===== src/rtl/fetch_pc_redirect.sv =====
// Fetch-stage PC generator: sequential fetch, branch redirect with MIPS delay slot, flush override.
// Optional FETCH_ADEL_EN adds misaligned-redirect detection (adel / adel_vaddr outputs).

package fetch_pc_redirect_pkg;
    typedef enum logic [1:0] {J_NOP, J_BR, J_J, J_JR} jmp_stat_t;

    typedef struct packed {
        jmp_stat_t   stat;
        logic [31:0] pc_src;
        logic [31:0] pc_dst;
    } jmp_pack_t;
endpackage

module fetch_pc_redirect
    import fetch_pc_redirect_pkg::*;
#(
    parameter logic [31:0] RESET_PC = 32'hBFC0_0000
) (
    input  logic        clk,
    input  logic        reset,
    input  jmp_pack_t   jmp,
    input  logic        jmp_delayed,
    input  logic        jmp_valid,
    input  logic        flush,
    input  logic [31:0] flush_pc,
    input  logic        stall,
    output logic        ireq_valid,
    output logic [31:0] ireq_addr,
    input  logic        ireq_addr_ok,
    output logic [31:0] issued_pc,
    output logic        squash,
    output logic        in_slot
`ifdef FETCH_ADEL_EN
    ,
    output logic        adel,
    output logic [31:0] adel_vaddr
`endif
);

    typedef enum logic {S_RUN, S_SLOT} state_t;

    state_t      r_state, w_state_nxt;
    logic [31:0] r_pc, w_pc_nxt;
    logic [31:0] r_issued;
    logic [31:0] r_target, w_target_nxt;
    logic        w_accept;
    logic        w_jt;
    logic [31:0] w_slot;
    logic        w_squash;

    assign w_jt   = jmp_valid && (jmp.stat != J_NOP);
    assign w_slot = jmp.pc_src + 32'd4;

`ifdef FETCH_ADEL_EN
    logic        r_adel;
    logic [31:0] r_adel_vaddr;
    logic        w_redir;

    assign ireq_valid = !reset && !stall && !flush && !r_adel;
`else
    assign ireq_valid = !reset && !stall && !flush;
`endif

    assign w_accept  = ireq_valid && ireq_addr_ok;
    assign ireq_addr = r_pc;
    assign issued_pc = r_issued;
    assign squash    = w_squash;
    assign in_slot   = (r_state == S_SLOT);

    always_comb begin
        w_pc_nxt     = r_pc;
        w_state_nxt  = r_state;
        w_target_nxt = r_target;
        w_squash     = 1'b0;
        if (flush) begin
            w_pc_nxt    = flush_pc;
            w_state_nxt = S_RUN;
            w_squash    = 1'b1;
        end else if (r_state == S_RUN && w_jt) begin
            if (!jmp_delayed) begin
                w_pc_nxt = jmp.pc_dst;
                w_squash = 1'b1;
            end else if ((r_issued == w_slot) || (w_accept && r_pc == w_slot)) begin
                w_pc_nxt = jmp.pc_dst;
                w_squash = 1'b1;
            end else if (r_issued == jmp.pc_src) begin
                // Slot still ahead of us: park the target and let the slot go out first.
                w_target_nxt = jmp.pc_dst;
                w_state_nxt  = S_SLOT;
                if (w_accept) w_pc_nxt = r_pc + 32'd4;
            end else begin
                w_pc_nxt = jmp.pc_dst;
                w_squash = 1'b1;
            end
        end else if (r_state == S_SLOT) begin
            if (w_accept) begin
                w_pc_nxt    = r_target;
                w_state_nxt = S_RUN;
            end
        end else if (w_accept) begin
            w_pc_nxt = r_pc + 32'd4;
        end
    end

    always_ff @(posedge clk) begin
        if (reset) begin
            r_pc     <= RESET_PC;
            r_issued <= RESET_PC - 32'd4;
            r_state  <= S_RUN;
            r_target <= 32'd0;
        end else begin
            r_pc     <= w_pc_nxt;
            r_state  <= w_state_nxt;
            r_target <= w_target_nxt;
            if (w_accept) r_issued <= r_pc;
        end
    end

`ifdef FETCH_ADEL_EN
    // Every pc_q redirect either squashes (jump/flush) or is the SLOT exit.
    assign w_redir = w_squash || (r_state == S_SLOT && w_accept);

    always_ff @(posedge clk) begin
        if (reset) begin
            r_adel       <= 1'b0;
            r_adel_vaddr <= 32'd0;
        end else if (flush) begin
            r_adel       <= (flush_pc[1:0] != 2'b00);
            r_adel_vaddr <= flush_pc;
        end else if (w_redir && w_pc_nxt[1:0] != 2'b00) begin
            r_adel       <= 1'b1;
            r_adel_vaddr <= w_pc_nxt;
        end
    end

    assign adel       = r_adel;
    assign adel_vaddr = r_adel_vaddr;
`endif

endmodule


===== config.mk =====
export PLATFORM = sky130hd
export DESIGN_NAME = fetch_pc_redirect
export DESIGN_NICKNAME = d
export VERILOG_FILES = /design/src/rtl/fetch_pc_redirect.sv
export SDC_FILE = /design/constraint.sdc
export NUM_CORES = 1
export LEC_CHECK = 0
export ABC_CLOCK_PERIOD_IN_PS = 5690
export CELL_PAD_IN_SITES_DETAIL_PLACEMENT = 1
export CELL_PAD_IN_SITES_GLOBAL_PLACEMENT = 2
export CORE_UTILIZATION = 28
export CTS_CLUSTER_DIAMETER = 200
export CTS_CLUSTER_SIZE = 30
export DETAILED_ROUTE_END_ITERATION = 8
export GPL_TIMING_DRIVEN = 1
export PLACE_DENSITY = 0.81
export RECOVER_POWER = 25
export SLEW_MARGIN = 20
export SYNTH_ARGS = -nofsm -noshare
export SYNTH_HDL_FRONTEND = slang
export SYNTH_SLANG_ARGS = --single-unit
export TNS_END_PERCENT = 20

===== constraint.sdc =====
create_clock -name clk -period 5.69 [get_ports clk]
set_input_delay 1.4225 -clock clk [delete_from_list [all_inputs] [get_ports clk]]
set_output_delay 1.4225 -clock clk [all_outputs]
set_load 0.01 [all_outputs]

; Yosys cells after proc, flatten, opt, wreduce, memory -nomap -nowiden
; Index checks and enable logic that the tools add are counted.
[word_totals]
reg_bits = 97
inputBits = 105
out_inout_bits = 67
word_cells = 49
[classes]
addsub = 2
eq_ne = 7
mux = 19
bitwise = 3
reduce_logical = 14
[ops]
columns = cell, n
row1 = $mux W32, 8
row2 = $eq A32 B32 Y1, 3
row3 = $add A32 B3 Y32 const B, 2
row4 = $mux W1, 11
row5 = $logic_and A1 B1 Y1, 6
row6 = $reduce_and A5 Y1, 1
row7 = $ne A2 B2 Y1 const B, 2
row8 = $ne A4 B2 Y1 const B, 1
row9 = $logic_not A1 Y1, 3
row10 = $not A1 Y1, 3
row11 = $reduce_and A3 Y1, 1
row12 = $ne A2 B1 Y1 const B, 1
row13 = $reduce_bool A2 Y1, 1
row14 = $reduce_or A2 Y1, 1
row15 = $logic_or A1 B1 Y1, 1

; Longest topological paths before layout
; Gate-level depths: netlist of run 1.
[depth]
ltp_word = 10
mapped_depth = 12
mapped_depth_nobuf = 11

; Worst setup path after synthesis of run 1
; No wires, ideal clock.
[synth_path]
kind = input -> output
startpoint = input jmp[36] (netlist bit)
endpoint = output squash
arrival_ns = 3.823
t_required_ns = 4.268
path_slack_ns = 0.444
cell_stages = 10
path_buffers = 2
path_cell_list = buf_4 and3_4 and2_4 or4b_1 a21oi_1 o2111ai_1 or4_4 o31ai_4 buf_6 or2_2
[synth_via]
elab_chain_cells = 8
word_cells_on_any_way = 11
cone_classes = add/sub: 1 / eq/ne: 3 / mux: 5 / reduce/logical: 2
[synth_rtl]
columns = element, line_no
row1 = "start, declared", 21  ; input jmp_pack_t jmp,
row2 = $add A32 B3 Y32, 52  ; assign w_slot = jmp.pc_src + 32'd4;
row3 = $eq A32 B32 Y1, 83  ; end else if ((r_issued == w_slot) || (w_accept && r_pc == w_slot)) begin
row4 = $logic_and A1 B1 Y1, 83
row5 = $logic_or A1 B1 Y1, 83
row6 = $mux W1 (*), 83
row7 = $mux W1 (*), 80  ; if (!jmp_delayed) begin
row8 = $mux W1 (*), 79  ; end else if (r_state == S_RUN && w_jt) begin
row9 = $mux W1 (*), 75  ; if (flush) begin
row10 = "end, declared", 31  ; output logic squash,
; Every way passes the cells marked *; elsewhere a longest branch is shown, timed or not.

; Worst setup path in the final report of run 1
[layout_path]
startpoint = input jmp[34] (netlist bit)
endpoint = output squash
; The elaborated chain is that of the path after synthesis.

==> summary.txt, run 1 <==
CP Data Arrival Time: 4.18 ns
Std-Cell Core Area: 0.0235 mm2
Cells on worst reg2reg path: 12
Number of vias per cell after detailed routing: 5.22
Result of the run: completed
Start-to-end type of the worst setup path: primary input to primary output
Type of destination of the critical path: primary output
Simple-gate share of the synthesized area: 0.299
Largest area contributor in the synthesized netlist: sky130_fd_sc_hd__dfxtp_1
Main combinational cell family by area after synthesis: simple AND/OR/NAND/NOR gates
Remaining number of nets flagged by the antenna check after routing: 0
Clock buffers created by TritonCTS: 9
Reg2reg end: ireq_addr[13]
Final count of pins violating max slew: 0
Number of endpoints failing setup at the final stage: 0
Total gr overflow: 0
Most numerous cell in the Yosys netlist: sky130_fd_sc_hd__nand2_1
Top-Level Pins: 172
Clock tree skew after final layout: 0.0108 ns
Relative slew margins: 0.367
Total via count in the routed design: 7343
Share of synthesized flip-flops with an asynchronous set or reset: 0
DRC marker count from the first detailed-route iteration: 403
Actual transition at the worst max-transition pin: 0.950 ns
Data required time of the critical path: 4.27 ns
Worst IR drop on VDD: 0.117 mV
Combined area of the multi-input logic cells: 0.00456 mm2
Synth Net Count: 983
Skew-Pair Late Insertion Delay: 0.36 ns
Number of maximum-capacitance violations: 0
Die Y: 157 um
Total number of nets in the final design: 1191
Die boundary width: 157 um
Post-synth top area share: 0.287
Total inserted antenna cells: 0
Maximum clock insertion buffer count: 2
Chain of cells forming the critical path: dlygate4sd2_1 > ha_2 > buf_4 > buf_4 > xnor2_2 > nand2_1 > o2111ai_1 > nor4_1 > o2111ai_1 > or4_4 > o31ai_4 > or2_4 > buf_6
Setup repair after global routing missed its margin: false
Final GP Congestion: 0.915
Layout Utilization: 0.413
Period utilisation layout: 0.985
Metal1 wirelength: 13400 um
Drt drc: 0
Pwr/cell area: 206 mW/mm2
Met3 layer wire length in the routed design: 1120 um
Overall die area: 0.0248 mm2
Mapped Area: 0.00676 mm2
Clock sink total: 97
Hold-fix buffer count after cts: 0
Startpoint of the lowest-slack register-to-register path: ireq_addr[6]
Synth-to-layout area growth: 43.9%
F_max: 178 MHz
Post-DP HPWL: 21300 um
Leakage power summed over all cells: 3.55 nW
Critical path launch point: jmp[34]
Top area cells in the synthesized netlist: sky130_fd_sc_hd__dfxtp_1 29%, sky130_fd_sc_hd__nand2_1 7.3%, sky130_fd_sc_hd__xnor2_1 5.8%
Classification of the worst-slack hold path: register to register
Global-route wire length before repair: 42900 um
Syn Area/Cell: 7.72 um2
FF+latch count, synth: 97
Maximum number of pins on one net before global-route repair: 86
Worst setup timing slack at the placement stage: -0.478 ns
Seq/Total Area, Yosys: 0.287
Element type at the critical path start: primary input
Detailed-routing iteration count for the pre-antenna-repair pass: 4
Met2 WL: 12700 um
Final hold violation count: 0
Worst setup slack for register-to-register paths: 2.16 ns
Predominant post-synthesis flop cell: sky130_fd_sc_hd__dfxtp_1
Combined global-route utilization of all metal layers: 0.230
Clock tree from TritonCTS: yes
Post-synthesis compound-gate area fraction: 0.193
Effective utilization at floorplan: 0.287
FP Rows: 56
Synthesized netlist cell count: 876
Count of port buffers added during placement: 171
Antenna violations before repair: 0
Top cells by instance count after synthesis: 131 x sky130_fd_sc_hd__nand2_1, 97 x sky130_fd_sc_hd__dfxtp_1, 84 x sky130_fd_sc_hd__nor2_1
Routed Wire Length: 28100 um
Synth Area in XOR/XNOR: 0.108
Via count of the first global-routing pass: 7502
Sequential standard cell area: 0.00194 mm2
Average wire length per cell after detail routing: 19.9 um
Termination of the worst setup path: squash
Clock edge transition at the registers on the reported setup and hold paths: 0.07 ns
Tmin final: 5.61 ns
Count of unique library cells instantiated by Yosys: 77
Critical-path maximum fanout: 4
Clock root cell: sky130_fd_sc_hd__clkbuf_16
Slowest Stage Delay on Critical Path: 0.60 ns
Mux contribution to synthesized area: 0.0557
Worst-case setup margin in the final layout: 0.0839 ns
Uppermost layer routed: met4
H-Tree Depth: 3
Final-layout fill cell count: 2850
Yosys Warn Count: 0
Slowest cell on the critical path: sky130_fd_sc_hd__or4_4
Post-Synth Adder-Cell Area: 0.00370
Layout cells sized above 1: 0.142
EDFF count, synth: 0
## worst min-delay path by stage
stage,start,end,slack [ns],cells past startpoint
3_5_place_dp,r_target[19],r_target[19],0.48,2
2_1_floorplan,r_target[30],r_target[30],0.45,2
5_1_grt,r_target[1],r_target[1],0.52,2
6_report,issued_pc[1],issued_pc[1],0.50,2
4_1_cts,issued_pc[1],issued_pc[1],0.50,2
3_3_place_gp,r_target[30],r_target[30],0.47,2
## cells by family after synthesis
kind of cell               count (synthesis)
muxes                                     37
xor gates and xnor gates                  83
adders and majority gates                  2
and+or+nand+nor                          391
buffers and inverters                     74
DFF                                       97
AOI/OAI and AO/OA                        192
## per-stage QoR
stage | total power [W] | std cells | setup TNS (ns) | hold WS, ns | instance area (um2)
3_3_place_gp | 0.00126 | 1389 | -0.448 | 0.467 | 9260
2_1_floorplan | 0.000994 | 876 | 0 | 0.455 | 6760
6_report | 0.00200 | 1408 | 0 | 0.496 | 9730
3_5_place_dp | 0.00127 | 1389 | -0.478 | 0.482 | 9260
4_1_cts | 0.00202 | 1408 | 0 | 0.502 | 9680
5_1_grt | 0.00209 | 1408 | 0 | 0.519 | 9730
## worst max-delay path: cells and delay by family
family,cells,cell delay (ns)
xor+xnor,1,0.14
compound gates,3,0.60
fa+ha+maj,1,0.20
simple gates,4,1.18
buf+inv,4,0.64
## metal layers
metal  track usage  vias to the layer above
met3        0.0259                       37
met1         0.315                     3581
met4        0.0892                        0
met5             0                        -
li1              -                     3547
met2         0.368                      178
## flip-flops by register name, summed over array words and instances (netlist names)
| register | count |
|---|---|
| in_slot | 1 |
| ireq_addr | 32 |
| issued_pc | 32 |
| r_target | 32 |
## repair_timing
action                                  in CTS  in global routing
setup buffers                                3                  0
endpoints found under the setup margin       1                  1
gates resized for setup                     27                 14
pin swaps                                    9                  9
gates cloned                                 0                  0
## where the power goes
part           leakage (nW)  switching (W)  internal (W)  total [W]
logic                  2.58       0.000242      0.000243   0.000486
registers             0.793      0.0000608      0.000707   0.000768
clock network         0.173       0.000302      0.000444   0.000746
total                  3.55       0.000605       0.00139    0.00200
## placed cells by master (no fill, tap or decap), drive strengths merged, types with 5 or more instances in the layout
cell type,instances
xor2,38
nand4,17
dfxtp,97
and2,5
o21a,9
a211oi,15
and3,15
and4,6
nor3,28
nand3,25
nand2,131
xnor2,45
buf,97
a21oi,50
nor4,14
nand2b,6
clkdlybuf4s50,114
o221ai,6
o22ai,8
dlygate4sd2,11
clkbuf,10
a221oi,20
nor3b,13
dlygate4sd3,41
mux2i,35
nand3b,30
o21ai,53
inv,5
nor2,85
## cell type report
| class | instances | share of cell area |
|---|---|---|
| multi-input cells | 705 | 0.469 |
| repair buffers | 266 | 0.252 |
| flip-flops and latches | 97 | 0.200 |
| well taps | 319 | 0.0410 |
| clock buffers | 10 | 0.0246 |
| clock inverters | 6 | 0.0116 |
| inverters | 5 | 0.00193 |
No activity file was read; power rests on OpenSTA's default activity.
==> run 2, diff against run 1 <==
--- a/config.mk
+++ b/config.mk
@@ -12,6 +12,7 @@
 export CTS_CLUSTER_DIAMETER = 200
 export CTS_CLUSTER_SIZE = 30
 export DETAILED_ROUTE_END_ITERATION = 8
+export GPL_ROUTABILITY_DRIVEN = 0
 export GPL_TIMING_DRIVEN = 1
 export PLACE_DENSITY = 0.81
 export RECOVER_POWER = 25
==> summary.txt, run 2 (same netlist as run 1, synthesis figures left out) <==
Overall die area: 0.0248 mm2
Drt drc: 0
Clock buffers created by TritonCTS: 9
Antenna violations before repair: 0
Final-layout fill cell count: 2858
FP Rows: 56
Period utilisation layout: 0.987
Effective utilization at floorplan: 0.287
Chain of cells forming the critical path: clkdlybuf4s50_1 > nand3_4 > nor4_2 > buf_4 > nand3_1 > xnor2_1 > nand4_1 > or4_4 > o31ai_4 > or2_4 > buf_6
Type of destination of the critical path: primary output
Combinational fraction of design power: 0.258
Pwr/cell area: 197 mW/mm2
F_max: 178 MHz
Std-Cell Core Area: 0.0235 mm2
Sequential standard cell area: 0.00194 mm2
Die Y: 157 um
Skew-Pair Late Insertion Delay: 0.36 ns
Total number of nets in the final design: 1196
WP buf/inv: 3
Clock tree from TritonCTS: yes
Internal cell power: 0.00132 W
CP Data Arrival Time: 4.19 ns
Result of the run: completed
Share of total power consumed by net switching: 0.312
Die boundary width: 157 um
Clock root cell: sky130_fd_sc_hd__clkbuf_16
Slowest cell on the critical path: sky130_fd_sc_hd__clkdlybuf4s50_1
Tmin final: 5.61 ns
Most frequent cells in the layout: 131 x sky130_fd_sc_hd__nand2_1, 118 x sky130_fd_sc_hd__clkdlybuf4s50_1, 97 x sky130_fd_sc_hd__dfxtp_1, 95 x sky130_fd_sc_hd__buf_4, 84 x sky130_fd_sc_hd__nor2_1
Post-DP HPWL: 21300 um
Detailed-routing iteration count for the pre-antenna-repair pass: 5
Part of the total power dissipated in the clock network: 0.342
Hold Path Depth: 2
Number of endpoints failing setup at the final stage: 0
Setup repair after global routing missed its margin: false
Number of maximum-capacitance violations: 0
CP delay by family, top: simple AND/OR/NAND/NOR gates
Combined area of the multi-input logic cells: 0.00458 mm2
Worst IR drop on VDD: 0.145 mV
Count of placed standard cells in the final layout, fillers left out: 1412
Clock tree skew after final layout: 0.00902 ns
Total inserted antenna cells: 0
Total via count in the routed design: 7407
Sum Neg Setup Slack: 0 ns
Classification of the worst-slack hold path: register to register
Routed Wire Length: 28200 um
Total gr overflow: 0
Most common library cell in the layout ignoring fill and taps: sky130_fd_sc_hd__nand2_1
Number of cells on the critical path: 11
Maximum clock insertion buffer count: 2
Final hold violation count: 0
Count of placed standard cells including taps: 1390
Via count of the first global-routing pass: 7501
Element type at the critical path start: primary input
Synth-to-layout area growth: 43.7%
Average wire length per cell after detail routing: 20.0 um
Count of port buffers added during placement: 171
H-Tree Depth: 3
Cells on worst reg2reg path: 10
Layout Utilization: 0.413
Critical-path maximum fanout: 7
DRC marker count from the first detailed-route iteration: 404
Slowest Stage Delay on Critical Path: 0.53 ns
Clock sink total: 97
Overall power: 0.00191 W
Sequential Power Share: 0.400
Layout cells sized above 1: 0.144
Actual transition at the worst max-transition pin: 0.897 ns
Maximum number of pins on one net before global-route repair: 86
Relative slew margins: 0.402
Net switching power of the design: 0.000598 W
Global-route wire length before repair: 43400 um
Placed cell areas: 0.00925 mm2
Start-to-end type of the worst setup path: primary input to primary output
Post-route cell area: 0.00972 mm2
Leakage power summed over all cells: 3.54 nW
Data required time of the critical path: 4.27 ns
Number of vias per cell after detailed routing: 5.25
Combined global-route utilization of all metal layers: 0.230
Clock edge transition at the registers on the reported setup and hold paths: 0.07 ns
Remaining number of nets flagged by the antenna check after routing: 0
Final count of pins violating max slew: 0
Top-Level Pins: 172
run 2: final cells by class:
class                           instances  share of cell area
Clock inverter                          4             0.00541
Clock buffer                           11              0.0260
Tap cell                              319              0.0411
Inverter                                5             0.00193
Sequential cell                        97               0.200
Timing Repair Buffer                  271               0.255
Multi-Input combinational cell        705               0.471
run 2: stage by stage:
step                      setup slack (ns)  hold slack [ns]
after floorplan                      0.444            0.455
after CTS                          0.00601            0.498
after global placement              -0.529            0.469
final                               0.0760            0.495
after detailed placement            -0.569            0.485
after global routing               0.00274            0.526
run 2: metal layers:
layer,share of wire,up-vias,GRT usage
li1,-,3558,-
met3,0.043,32,0.0303
met1,0.47,3619,0.310
met2,0.46,198,0.380
met5,0,-,0
met4,0.022,0,0.0689
run 2: worst reg2reg max path, delay by kind of cell, from the launching register on:
kind | cells | cell delay (ns)
buffers and inverters | 1 | 0.28
AND/OR/NAND/NOR | 3 | 1.05
XOR/XNOR | 1 | 0.16
flip-flops | 1 | 0.56
AO/OA/AOI/OAI | 5 | 1.16
run 2: power groups by stage:
stage	registers [W]	logic, W	clock network [W]
6_report	0.000766	0.000493	0.000655
4_1_cts	0.000766	0.000497	0.000676
3_3_place_gp	0.000781	0.000484	0
3_5_place_dp	0.000782	0.000490	0
2_1_floorplan	0.000766	0.000228	0
5_1_grt	0.000771	0.000531	0.000698
run 2: final timing paths:
check | endpoint | startpoint | slack [ns]
max | squash | jmp[39] | 0.08
min | issued_pc[1] | issued_pc[1] | 0.50
min reg2reg | issued_pc[1] | issued_pc[1] | 0.50
max reg2reg | ireq_addr[1] | ireq_addr[6] | 2.40
run 2: what timing repair did:
item,in CTS,in global routing
hold buffers,0,0
gates resized for setup,31,9
setup buffers,7,0
setup endpoints to repair,1,1
pin swaps,14,9
==> run 3, diff against run 2 <==
--- a/config.mk
+++ b/config.mk
@@ -8,6 +8,7 @@
 export ABC_CLOCK_PERIOD_IN_PS = 5690
 export CELL_PAD_IN_SITES_DETAIL_PLACEMENT = 1
 export CELL_PAD_IN_SITES_GLOBAL_PLACEMENT = 2
+export CORE_ASPECT_RATIO = 0.9
 export CORE_UTILIZATION = 28
 export CTS_CLUSTER_DIAMETER = 200
 export CTS_CLUSTER_SIZE = 30
==> summary.txt, run 3 (same netlist as run 1, synthesis figures left out) <==
Classification of the worst-slack hold path: register to register
Type of destination of the critical path: primary output
Combinational fraction of design power: 0.264
Effective utilization at floorplan: 0.287
Overall die area: 0.0248 mm2
H-Tree Depth: 3
Top-Level Pins: 172
Share of total power consumed by net switching: 0.320
Chain of cells forming the critical path: clkdlybuf4s50_1 > buf_4 > and4_1 > a21o_1 > nand2_1 > a211oi_2 > o2111ai_2 > or4_4 > o31ai_4 > or2_4 > buf_2
Clock buffers created by TritonCTS: 9
Layout cells sized above 1: 0.150
Clock tree skew after final layout: 0.00690 ns
Die Y: 149 um
CP delay by family, top: simple AND/OR/NAND/NOR gates
Number of endpoints failing setup at the final stage: 0
Via count of the first global-routing pass: 7425
Final hold violation count: 0
Sum Neg Setup Slack: 0 ns
Leakage power summed over all cells: 3.61 nW
Total number of nets in the final design: 1198
Clock sink total: 97
Clock tree from TritonCTS: yes
Relative slew margins: 0.363
Antenna violations before repair: 0
CP Data Arrival Time: 4.23 ns
Actual transition at the worst max-transition pin: 0.954 ns
DRC marker count from the first detailed-route iteration: 410
Start-to-end type of the worst setup path: primary input to primary output
Slowest cell on the critical path: sky130_fd_sc_hd__or4_4
Maximum clock insertion buffer count: 2
Clock root cell: sky130_fd_sc_hd__clkbuf_16
Global-route wire length before repair: 44500 um
Total via count in the routed design: 7402
Post-DP HPWL: 21800 um
Worst IR drop on VDD: 0.136 mV
Clock edge transition at the registers on the reported setup and hold paths: 0.07 ns
Final-layout fill cell count: 2805
Placed cell areas: 0.00924 mm2
Die boundary width: 166 um
Number of maximum-capacitance violations: 0
Post-route cell area: 0.00971 mm2
Period utilisation layout: 0.994
Maximum number of pins on one net before global-route repair: 55
Most frequent cells in the layout: 131 x sky130_fd_sc_hd__nand2_1, 116 x sky130_fd_sc_hd__clkdlybuf4s50_1, 99 x sky130_fd_sc_hd__buf_4, 97 x sky130_fd_sc_hd__dfxtp_1, 83 x sky130_fd_sc_hd__nor2_1
Critical-path maximum fanout: 4
Result of the run: finished with violations
Routed Wire Length: 29300 um
Average wire length per cell after detail routing: 20.9 um
WP buf/inv: 3
Skew-Pair Late Insertion Delay: 0.36 ns
Number of vias per cell after detailed routing: 5.29
Tmin final: 5.65 ns
Detailed-routing iteration count for the pre-antenna-repair pass: 7
Combined global-route utilization of all metal layers: 0.236
F_max: 177 MHz
Part of the total power dissipated in the clock network: 0.335
Net switching power of the design: 0.000608 W
Drt drc: 11
Count of port buffers added during placement: 171
Most common library cell in the layout ignoring fill and taps: sky130_fd_sc_hd__nand2_1
Slowest Stage Delay on Critical Path: 0.61 ns
Remaining number of nets flagged by the antenna check after routing: 0
Violations in the final reports: design-rule violations
Final count of pins violating max slew: 0
Worst setup timing slack at the placement stage: -0.495 ns
Total gr overflow: 0
Std-Cell Core Area: 0.0235 mm2
Worst Hold Margin: 0.488 ns
Internal cell power: 0.00130 W
Element type at the critical path start: primary input
Total inserted antenna cells: 0
Synth-to-layout area growth: 43.6%
Sequential Power Share: 0.401
Worst-case setup margin in the final layout: 0.0369 ns
FP Rows: 53
Data required time of the critical path: 4.27 ns
Pwr/cell area: 196 mW/mm2
## run 3: what timing repair did
action                     4_1_cts  5_1_grt
setup endpoints to repair        1        1
hold buffers                     0        0
buffers inserted                 5        1
resized for setup               19       20
pin swaps                        8       10
## run 3: final timing paths
check	startpoint	to	slack [ns]	cells past startpoint
setup / recovery	jmp[41]	squash	0.04	11
hold / removal	issued_pc[30]	issued_pc[30]	0.49	2
setup reg to reg	ireq_addr[15]	ireq_addr[23]	2.31	14
hold reg to reg	issued_pc[30]	issued_pc[30]	0.49	2
## run 3: area by class of cell
type                       instances  area, um2  share of cell area
clock inverter                     7       70.1             0.00721
clock buffer                       9        225              0.0232
inverter                           5       18.8             0.00193
multi-input combinational        705       4580               0.472
tap                              302        378              0.0389
sequential                        97       1940               0.200
timing repair buffer             273       2500               0.257
## run 3: worst reg2reg max path, stage by stage, from the launching register on
cell and delay, ns:
sky130_fd_sc_hd__dfxtp_1 0.30, sky130_fd_sc_hd__buf_4 0.16, sky130_fd_sc_hd__xnor2_1 0.24, sky130_fd_sc_hd__buf_4 0.16
sky130_fd_sc_hd__xnor2_1 0.12, sky130_fd_sc_hd__nand3_1 0.13, sky130_fd_sc_hd__a21oi_2 0.18, sky130_fd_sc_hd__o2111ai_2 0.14
sky130_fd_sc_hd__or4_4 0.61, sky130_fd_sc_hd__buf_4 0.17, sky130_fd_sc_hd__o31ai_4 0.22, sky130_fd_sc_hd__buf_4 0.43
sky130_fd_sc_hd__nor2_1 0.12, sky130_fd_sc_hd__o22ai_1 0.17, sky130_fd_sc_hd__o21ai_1 0.09
## run 3: power groups by stage
stage / clock, W / sequential, W / combinational (W)
2_1_floorplan: 0 / 0.000766 / 0.000228
5_1_grt: 0.000680 / 0.000768 / 0.000541
3_3_place_gp: 0 / 0.000779 / 0.000489
6_report: 0.000637 / 0.000764 / 0.000502
3_5_place_dp: 0 / 0.000780 / 0.000494
4_1_cts: 0.000656 / 0.000764 / 0.000502
## run 3: routing by layer
| layer | share of wire | global-route usage | vias up |
|---|---|---|---|
| li1 | - | - | 3570 |
| met1 | 0.48 | 0.329 | 3609 |
| met2 | 0.46 | 0.381 | 193 |
| met3 | 0.043 | 0.0315 | 30 |
| met4 | 0.018 | 0.0631 | 0 |
| met5 | 0 | 0 | - |
## run 3: through the flow
step,instances,total power [W],utilization
after floorplan,876,0.000994,-
after detailed placement,1376,0.00127,0.392
after global routing,1398,0.00199,0.413
after global placement,1376,0.00127,0.392
final,1398,0.00190,0.413
after CTS,1397,0.00192,0.409
